==> src/rtl/hazard_control_unit_pkg.sv <==
// Shared definitions for the hazard control unit: opcodes, mux-select
// encodings, FSM states and the per-stage decode record.
package hazard_control_unit_pkg;

  localparam logic [6:0] OPC_R      = 7'b0110011;
  localparam logic [6:0] OPC_I      = 7'b0010011;
  localparam logic [6:0] OPC_LOAD   = 7'b0000011;
  localparam logic [6:0] OPC_STORE  = 7'b0100011;
  localparam logic [6:0] OPC_BRANCH = 7'b1100011;
  localparam logic [6:0] OPC_LUI    = 7'b0110111;
  localparam logic [6:0] OPC_AUIPC  = 7'b0010111;
  localparam logic [6:0] OPC_JAL    = 7'b1101111;
  localparam logic [6:0] OPC_JALR   = 7'b1100111;

  // Operand mux selects
  localparam logic [1:0] OP_SEL_X  = 2'd0;
  localparam logic [1:0] OP_SEL_Z5 = 2'd1;
  localparam logic [1:0] OP_SEL_Z4 = 2'd2;

  // Store-data mux selects
  localparam logic [1:0] MD_SEL_MD3  = 2'd0;
  localparam logic [1:0] MD_SEL_Z5   = 2'd1;
  localparam logic [1:0] MD_SEL_Z4   = 2'd2;
  localparam logic [1:0] MD_SEL_HOLD = 2'd3;

  // MEM-stage instruction register selects
  localparam logic [1:0] IR_SEL_IR3  = 2'd0;
  localparam logic [1:0] IR_SEL_NOP  = 2'd1;
  localparam logic [1:0] IR_SEL_HOLD = 2'd2;

  typedef enum logic {
    ST_RUN      = 1'b0,
    ST_MEM_WAIT = 1'b1
  } state_t;

  typedef struct packed {
    logic [4:0] rd;
    logic [4:0] rs1;
    logic [4:0] rs2;
    logic       writes_rd;
    logic       uses_rs1;
    logic       uses_rs2;
    logic       is_load;
    logic       is_store;
  } dec_t;

endpackage

==> src/rtl/hazard_control_unit_insn_reg_decode.sv <==
// Register-usage decode of one pipeline instruction word.
module insn_reg_decode
  import hazard_control_unit_pkg::*;
(
  input  logic [31:0] insn,
  output dec_t        dec
);

  logic [6:0] opcode;
  logic       unused_bits;

  assign opcode      = insn[6:0];
  // Immediate / funct fields play no part in hazard detection
  assign unused_bits = ^{insn[31:25], insn[14:12]};

  // Field extraction and register read/write classification
  always_comb begin
    dec          = '0;
    dec.rd       = insn[11:7];
    dec.rs1      = insn[19:15];
    dec.rs2      = insn[24:20];
    dec.is_load  = (opcode == OPC_LOAD);
    dec.is_store = (opcode == OPC_STORE);
    dec.writes_rd = (insn[11:7] != 5'd0) &&
                    ((opcode == OPC_R)     || (opcode == OPC_I)   ||
                     (opcode == OPC_LOAD)  || (opcode == OPC_LUI) ||
                     (opcode == OPC_AUIPC) || (opcode == OPC_JAL) ||
                     (opcode == OPC_JALR));
    dec.uses_rs1 = (opcode == OPC_R)     || (opcode == OPC_I)      ||
                   (opcode == OPC_LOAD)  || (opcode == OPC_STORE)  ||
                   (opcode == OPC_BRANCH)|| (opcode == OPC_JALR);
    dec.uses_rs2 = (opcode == OPC_R) || (opcode == OPC_STORE) ||
                   (opcode == OPC_BRANCH);
  end

endmodule

==> src/rtl/hazard_control_unit.sv <==
// Pipeline sequencer for the 5-stage core: forwarding selects, load-use
// stalls, data-memory wait states, taken-branch flushes, perf counters.
module hazard_control_unit
  import hazard_control_unit_pkg::*;
#(
  parameter logic [31:0] NOP_INSN    = 32'h0000_0000,
  parameter int          CNT_W       = 32,
  parameter int          MEM_TIMEOUT = 255
) (
  input  logic             clk,
  input  logic             reset,
  input  logic [31:0]      ir3_output,
  input  logic [31:0]      ir4_output,
  input  logic [31:0]      ir5_output,
  input  logic             branch_control_input,
  input  logic             mem_ready,
  output logic [1:0]       select_operand1,
  output logic [1:0]       select_operand2,
  output logic [1:0]       select_md4,
  output logic [1:0]       select_ir4,
  output logic             select_z4,
  output logic             select_pc4,
  output logic             stall_front,
  output logic             flush_front,
  output logic             wb_bubble,
  output logic             mem_error,
  output logic [CNT_W-1:0] stall_count,
  output logic [CNT_W-1:0] flush_count
);

  localparam int TO_W = $clog2(MEM_TIMEOUT + 1);

  dec_t   d3, d4, d5;
  state_t state, state_next;
  logic [TO_W-1:0] wait_cnt;
  logic   ir4_live, ir5_live;
  logic   wait_req, timed_out, mem_wait, load_use;
  logic   unused_dec;

  insn_reg_decode u_dec3 (.insn(ir3_output), .dec(d3));
  insn_reg_decode u_dec4 (.insn(ir4_output), .dec(d4));
  insn_reg_decode u_dec5 (.insn(ir5_output), .dec(d5));

  assign unused_dec = ^{d3.rd, d3.writes_rd, d3.is_load,
                        d4.rs1, d4.rs2, d4.uses_rs1, d4.uses_rs2,
                        d5.rs1, d5.rs2, d5.uses_rs1, d5.uses_rs2,
                        d5.is_load, d5.is_store};

  // Bubbles never act as a forwarding source
  assign ir4_live = (ir4_output != NOP_INSN);
  assign ir5_live = (ir5_output != NOP_INSN);

  // MEM result wins over WB; a load in MEM has no result yet
  function automatic logic [1:0] fwd_sel(input logic [4:0] rs, input logic use_rs,
                                         input dec_t m, input logic m_live,
                                         input dec_t w, input logic w_live);
    logic [1:0] sel;
    sel = OP_SEL_X;
    if (use_rs && m_live && m.writes_rd && !m.is_load && (m.rd == rs))
      sel = OP_SEL_Z4;
    else if (use_rs && w_live && w.writes_rd && (w.rd == rs))
      sel = OP_SEL_Z5;
    return sel;
  endfunction

  assign wait_req  = (d4.is_load || d4.is_store) && !mem_ready;
  assign timed_out = (state == ST_MEM_WAIT) && (wait_cnt == TO_W'(MEM_TIMEOUT));
  assign mem_wait  = wait_req && !timed_out;
  assign load_use  = d4.is_load && (d4.rd != 5'd0) &&
                     ((d3.uses_rs1 && (d3.rs1 == d4.rd)) ||
                      (d3.uses_rs2 && (d3.rs2 == d4.rd)));

  // State register
  always_ff @(posedge clk or negedge reset) begin
    if (!reset) state <= ST_RUN;
    else        state <= state_next;
  end

  // Next state and prioritised control outputs: wait > load-use > branch > flow
  always_comb begin
    state_next      = ST_RUN;
    select_operand1 = fwd_sel(d3.rs1, d3.uses_rs1, d4, ir4_live, d5, ir5_live);
    select_operand2 = fwd_sel(d3.rs2, d3.uses_rs2, d4, ir4_live, d5, ir5_live);
    select_md4      = d3.is_store ? fwd_sel(d3.rs2, d3.uses_rs2, d4, ir4_live, d5, ir5_live)
                                  : MD_SEL_MD3;
    select_ir4      = IR_SEL_IR3;
    select_z4       = 1'b0;
    select_pc4      = 1'b0;
    stall_front     = 1'b0;
    flush_front     = 1'b0;
    wb_bubble       = 1'b0;
    if (mem_wait) begin
      state_next  = ST_MEM_WAIT;
      select_ir4  = IR_SEL_HOLD;
      select_z4   = 1'b1;
      select_md4  = MD_SEL_HOLD;
      select_pc4  = 1'b1;
      stall_front = 1'b1;
      wb_bubble   = 1'b1;
    end else if (load_use) begin
      select_ir4  = IR_SEL_NOP;
      stall_front = 1'b1;
    end else if (branch_control_input) begin
      flush_front = 1'b1;
    end
  end

  // Wait-state timer, counts every cycle spent holding MEM
  always_ff @(posedge clk or negedge reset) begin
    if (!reset)        wait_cnt <= '0;
    else if (mem_wait) wait_cnt <= wait_cnt + TO_W'(1);
    else               wait_cnt <= '0;
  end

  // Sticky memory-timeout flag
  always_ff @(posedge clk or negedge reset) begin
    if (!reset)         mem_error <= 1'b0;
    else if (timed_out) mem_error <= 1'b1;
  end

  // Performance counters, wrapping
  always_ff @(posedge clk or negedge reset) begin
    if (!reset) begin
      stall_count <= '0;
      flush_count <= '0;
    end else begin
      if (stall_front) stall_count <= stall_count + CNT_W'(1);
      if (flush_front) flush_count <= flush_count + CNT_W'(1);
    end
  end

endmodule

==> config.mk <==
export PLATFORM = sky130hd
export DESIGN_NAME = hazard_control_unit
export DESIGN_NICKNAME = d
export VERILOG_FILES = /design/src/rtl/hazard_control_unit_pkg.sv /design/src/rtl/hazard_control_unit_insn_reg_decode.sv /design/src/rtl/hazard_control_unit.sv
export SDC_FILE = /design/constraint.sdc
export NUM_CORES = 1
export LEC_CHECK = 0
export ABC_AREA = 1
export BUFFER_PORTS_ARGS = -buffer_cell sky130_fd_sc_hd__buf_2
export CELL_PAD_IN_SITES_DETAIL_PLACEMENT = 1
export CELL_PAD_IN_SITES_GLOBAL_PLACEMENT = 1
export CORE_ASPECT_RATIO = 1.75
export CORE_MARGIN = 2
export CORE_UTILIZATION = 38
export CTS_CLUSTER_SIZE = 20
export DETAILED_ROUTE_END_ITERATION = 12
export PLACE_DENSITY_LB_ADDON = 0.3
export SLEW_MARGIN = 15
export SYNTH_ARGS = -nofsm -noshare
export SYNTH_HDL_FRONTEND = slang
export SYNTH_SLANG_ARGS = --single-unit
==> constraint.sdc <==
create_clock -name clk -period 4 [get_ports clk]
set_input_delay 0.6 -clock clk [delete_from_list [all_inputs] [get_ports clk]]
set_output_delay 0.6 -clock clk [all_outputs]
set_load 0.01 [all_outputs]
==> reports/results.tsv <==
metric	value	unit
DP Worst Slack	1.16	ns
Pleak	0.00340	µW
Post-CTS Setup Bufs	0	
Worst Setup Slack, final	0.884	ns
post-synthesis sequential area ratio	33.8	%
Cells after Synth	820	
Post-CTS Resized	0	
GR peak layer	met2	
Setup CP Type	flip-flop to primary output	
antenna violations before repair	0	
Yosys cell types	34	
Mean Syn Cell Area	6.68	µm²
Initial DRC Count	125	
IO buf count	142	
most used standard cell by instance count after synthesis	nand2_1	
clock slew seen by the registers of the worst setup and hold paths	0.06	ns
Max-slew headroom	33.7	%
grt met3 use	2.73	%
Crit Path Max Fanout	53	
Reg2Reg Depth	11	
die area	15400	µm²
CP Capture Type	primary output	
syn_nets	923	
minimum clock period	3.12	ns
Final TNS setup	0	ns
DR vias	5833	
CTS H-Tree Depth	3	
core area	14200	µm²
Max Cap Viol	0	
fin. max-slew vios	0	
Mapped Area	5470	µm²
Post-synth EDFFs	0	
Crit. Startpoint	wait_cnt[0]	
DRC violations left	0	
met2 usage	47.9	%
FF+latch count, synth	74	
I/O Pins	178	
Die W	94.7	µm
Worst Path Arrival	2.52	ns
grt total ovfl	0	
run status	finished, final reports clean	
area delta synth->final	19.8	%
vias per cell	5.13	
Synth Flop Type	dfrtp_1	
vias in the first global route	6121	
Max Clk Rate	0.321	GHz
RSZ-0062 raised after global routing	no	
grt met1 use	25.4	%
Die Ht	163	µm
share of cells above drive strength 1	19.9	%
# rows	58	
Power Density	343	nW/µm²
RD Place Congestion	0.930	
layout net count	1054	
CTS tree	built	
Longest Clk Path Bufs	2	
drt total wl	18500	µm
ys async rst share	100	%
synth top area cells	dfrtp_1 34%, nand2_1 21%, nor2_1 8.0%, xor2_1 5.9%, inv_1 4.9%	
CTS Sinks	74	
Ys Warns	0	
wire length per cell	16.3	µm
Req. time, crit path	3.40	ns
first-pass GRT wire length	30000	µm
Routed Antenna Nets	0	
VDD IR max	195	µV
Worst Hold Class	input pin to asynchronous set/reset pin	
Num CTS Buffers	9	
worst reg2reg path startpoint	wait_cnt[0]	
total global-route track usage	25.1	%
Initial Util	38.5	%
pin count of the biggest net entering global routing	75	
Crit Reg-Reg Endpoint	stall_count[12]	
Fin. Hold Viols	0	
Design Area, Final	6560	µm²
flop-to-flop setup slack	1.56	ns
ANT cells	0	
crit start category	flip-flop	
Yosys top cell by area	dfrtp_1	
Worst Skew	0.00653	ns
share of the synthesized area in the top cell type	33.8	%
hold buffers post-CTS	0	
fin crit share	77.9	%
Final setup viols	0	
Worst-Skew Late Latency	0.34	ns
worst-margin pin slew	0.995	ns
Synth top cells by count	301 x nand2_1, 116 x nor2_1, 74 x dfrtp_1	
HPWL after DPL	14300	µm
drt first pass iters	4	
CTS Root Buffer Type	clkbuf_16	
DP Area	6250	µm²
logic make-up (layout without fill, tap and decap cells):
kind of cell             after synthesis  count (layout)  share of synthesized area [%]
XOR/XNOR                              53              53                           8.48
buffers and inverters                 97             233                           8.27
AO/OA/AOI/OAI                         34              34                           3.61
AND/OR/NAND/NOR                      559             559                           45.1
flip-flops                            74              74                           33.8
adder cells (fa/ha/maj)                3               3                          0.686
final cells by class:
class | instances | area [µm²]
Sequential cell | 74 | 1850
Fill cell | 1958 | 7660
Tap cell | 180 | 225
Inverter | 73 | 274
Timing Repair Buffer | 144 | 728
Clock inverter | 5 | 78.8
Multi-Input combinational cell | 649 | 3170
Clock buffer | 11 | 233
registers in the layout, indices dropped and copies added, names as in the netlist:
| register | flops |
|---|---|
| flush_count | 32 |
| mem_error | 1 |
| stall_count | 32 |
| state | 1 |
| wait_cnt | 8 |
layout by cell type (no fill, tap or decap), drive strengths merged, types with 11 or more instances in the layout:
cell type / instances
nand2: 316
buf: 144
nor2: 121
dfrtp: 74
inv: 73
nand4: 41
xor2: 37
nand3: 31
o21ai: 26
nor3: 25
nand3b: 18
xnor2: 16
clkbuf: 11
worst max-delay path by stage:
stage | end | slack, ns | cells after the start
after detailed placement | select_ir4[0] | 1.16 | 8
after floorplan | select_ir4[0] | 1.79 | 10
after global routing | select_ir4[0] | 0.65 | 10
after CTS | select_ir4[0] | 0.83 | 10
final | select_ir4[0] | 0.88 | 10
after global placement | select_ir4[0] | 1.16 | 8
power by group:
group | switching [µW] | internal, µW | leakage, µW | total, µW
Clock | 333 | 546 | 0.000153 | 880
Sequential | 101 | 816 | 0.000947 | 917
Combinational | 277 | 178 | 0.00230 | 456
routing by layer:
layer,vias to the layer above,share of wire (%)
li1,2854,-
met4,0,5.4
met1,2799,37
met5,-,0
met2,124,56
met3,56,2.2
worst max-delay path: stages, from the launching register on:
cell and delay [ns]:
dfrtp_1 0.39, ha_1 0.18, nand2_1 0.06, inv_2 0.06, nand2_2 0.08, nor4_4 0.17, nand2_2 0.11, nand2_4 0.51
inv_1 0.30, nor2_1 0.15, buf_2 0.15
per-stage QoR:
stage          hold WS (ns)  util (%)  instances  power [µW]
6_report              0.428      46.1       1136        2250
3_3_place_gp          0.451      43.9       1120        1370
3_5_place_dp          0.464      43.9       1120        1390
4_1_cts               0.472      46.1       1136        2280
2_1_floorplan         0.304         -        820        1170
5_1_grt               0.502      46.1       1136        2380
Power figures use the tool's default switching activity.
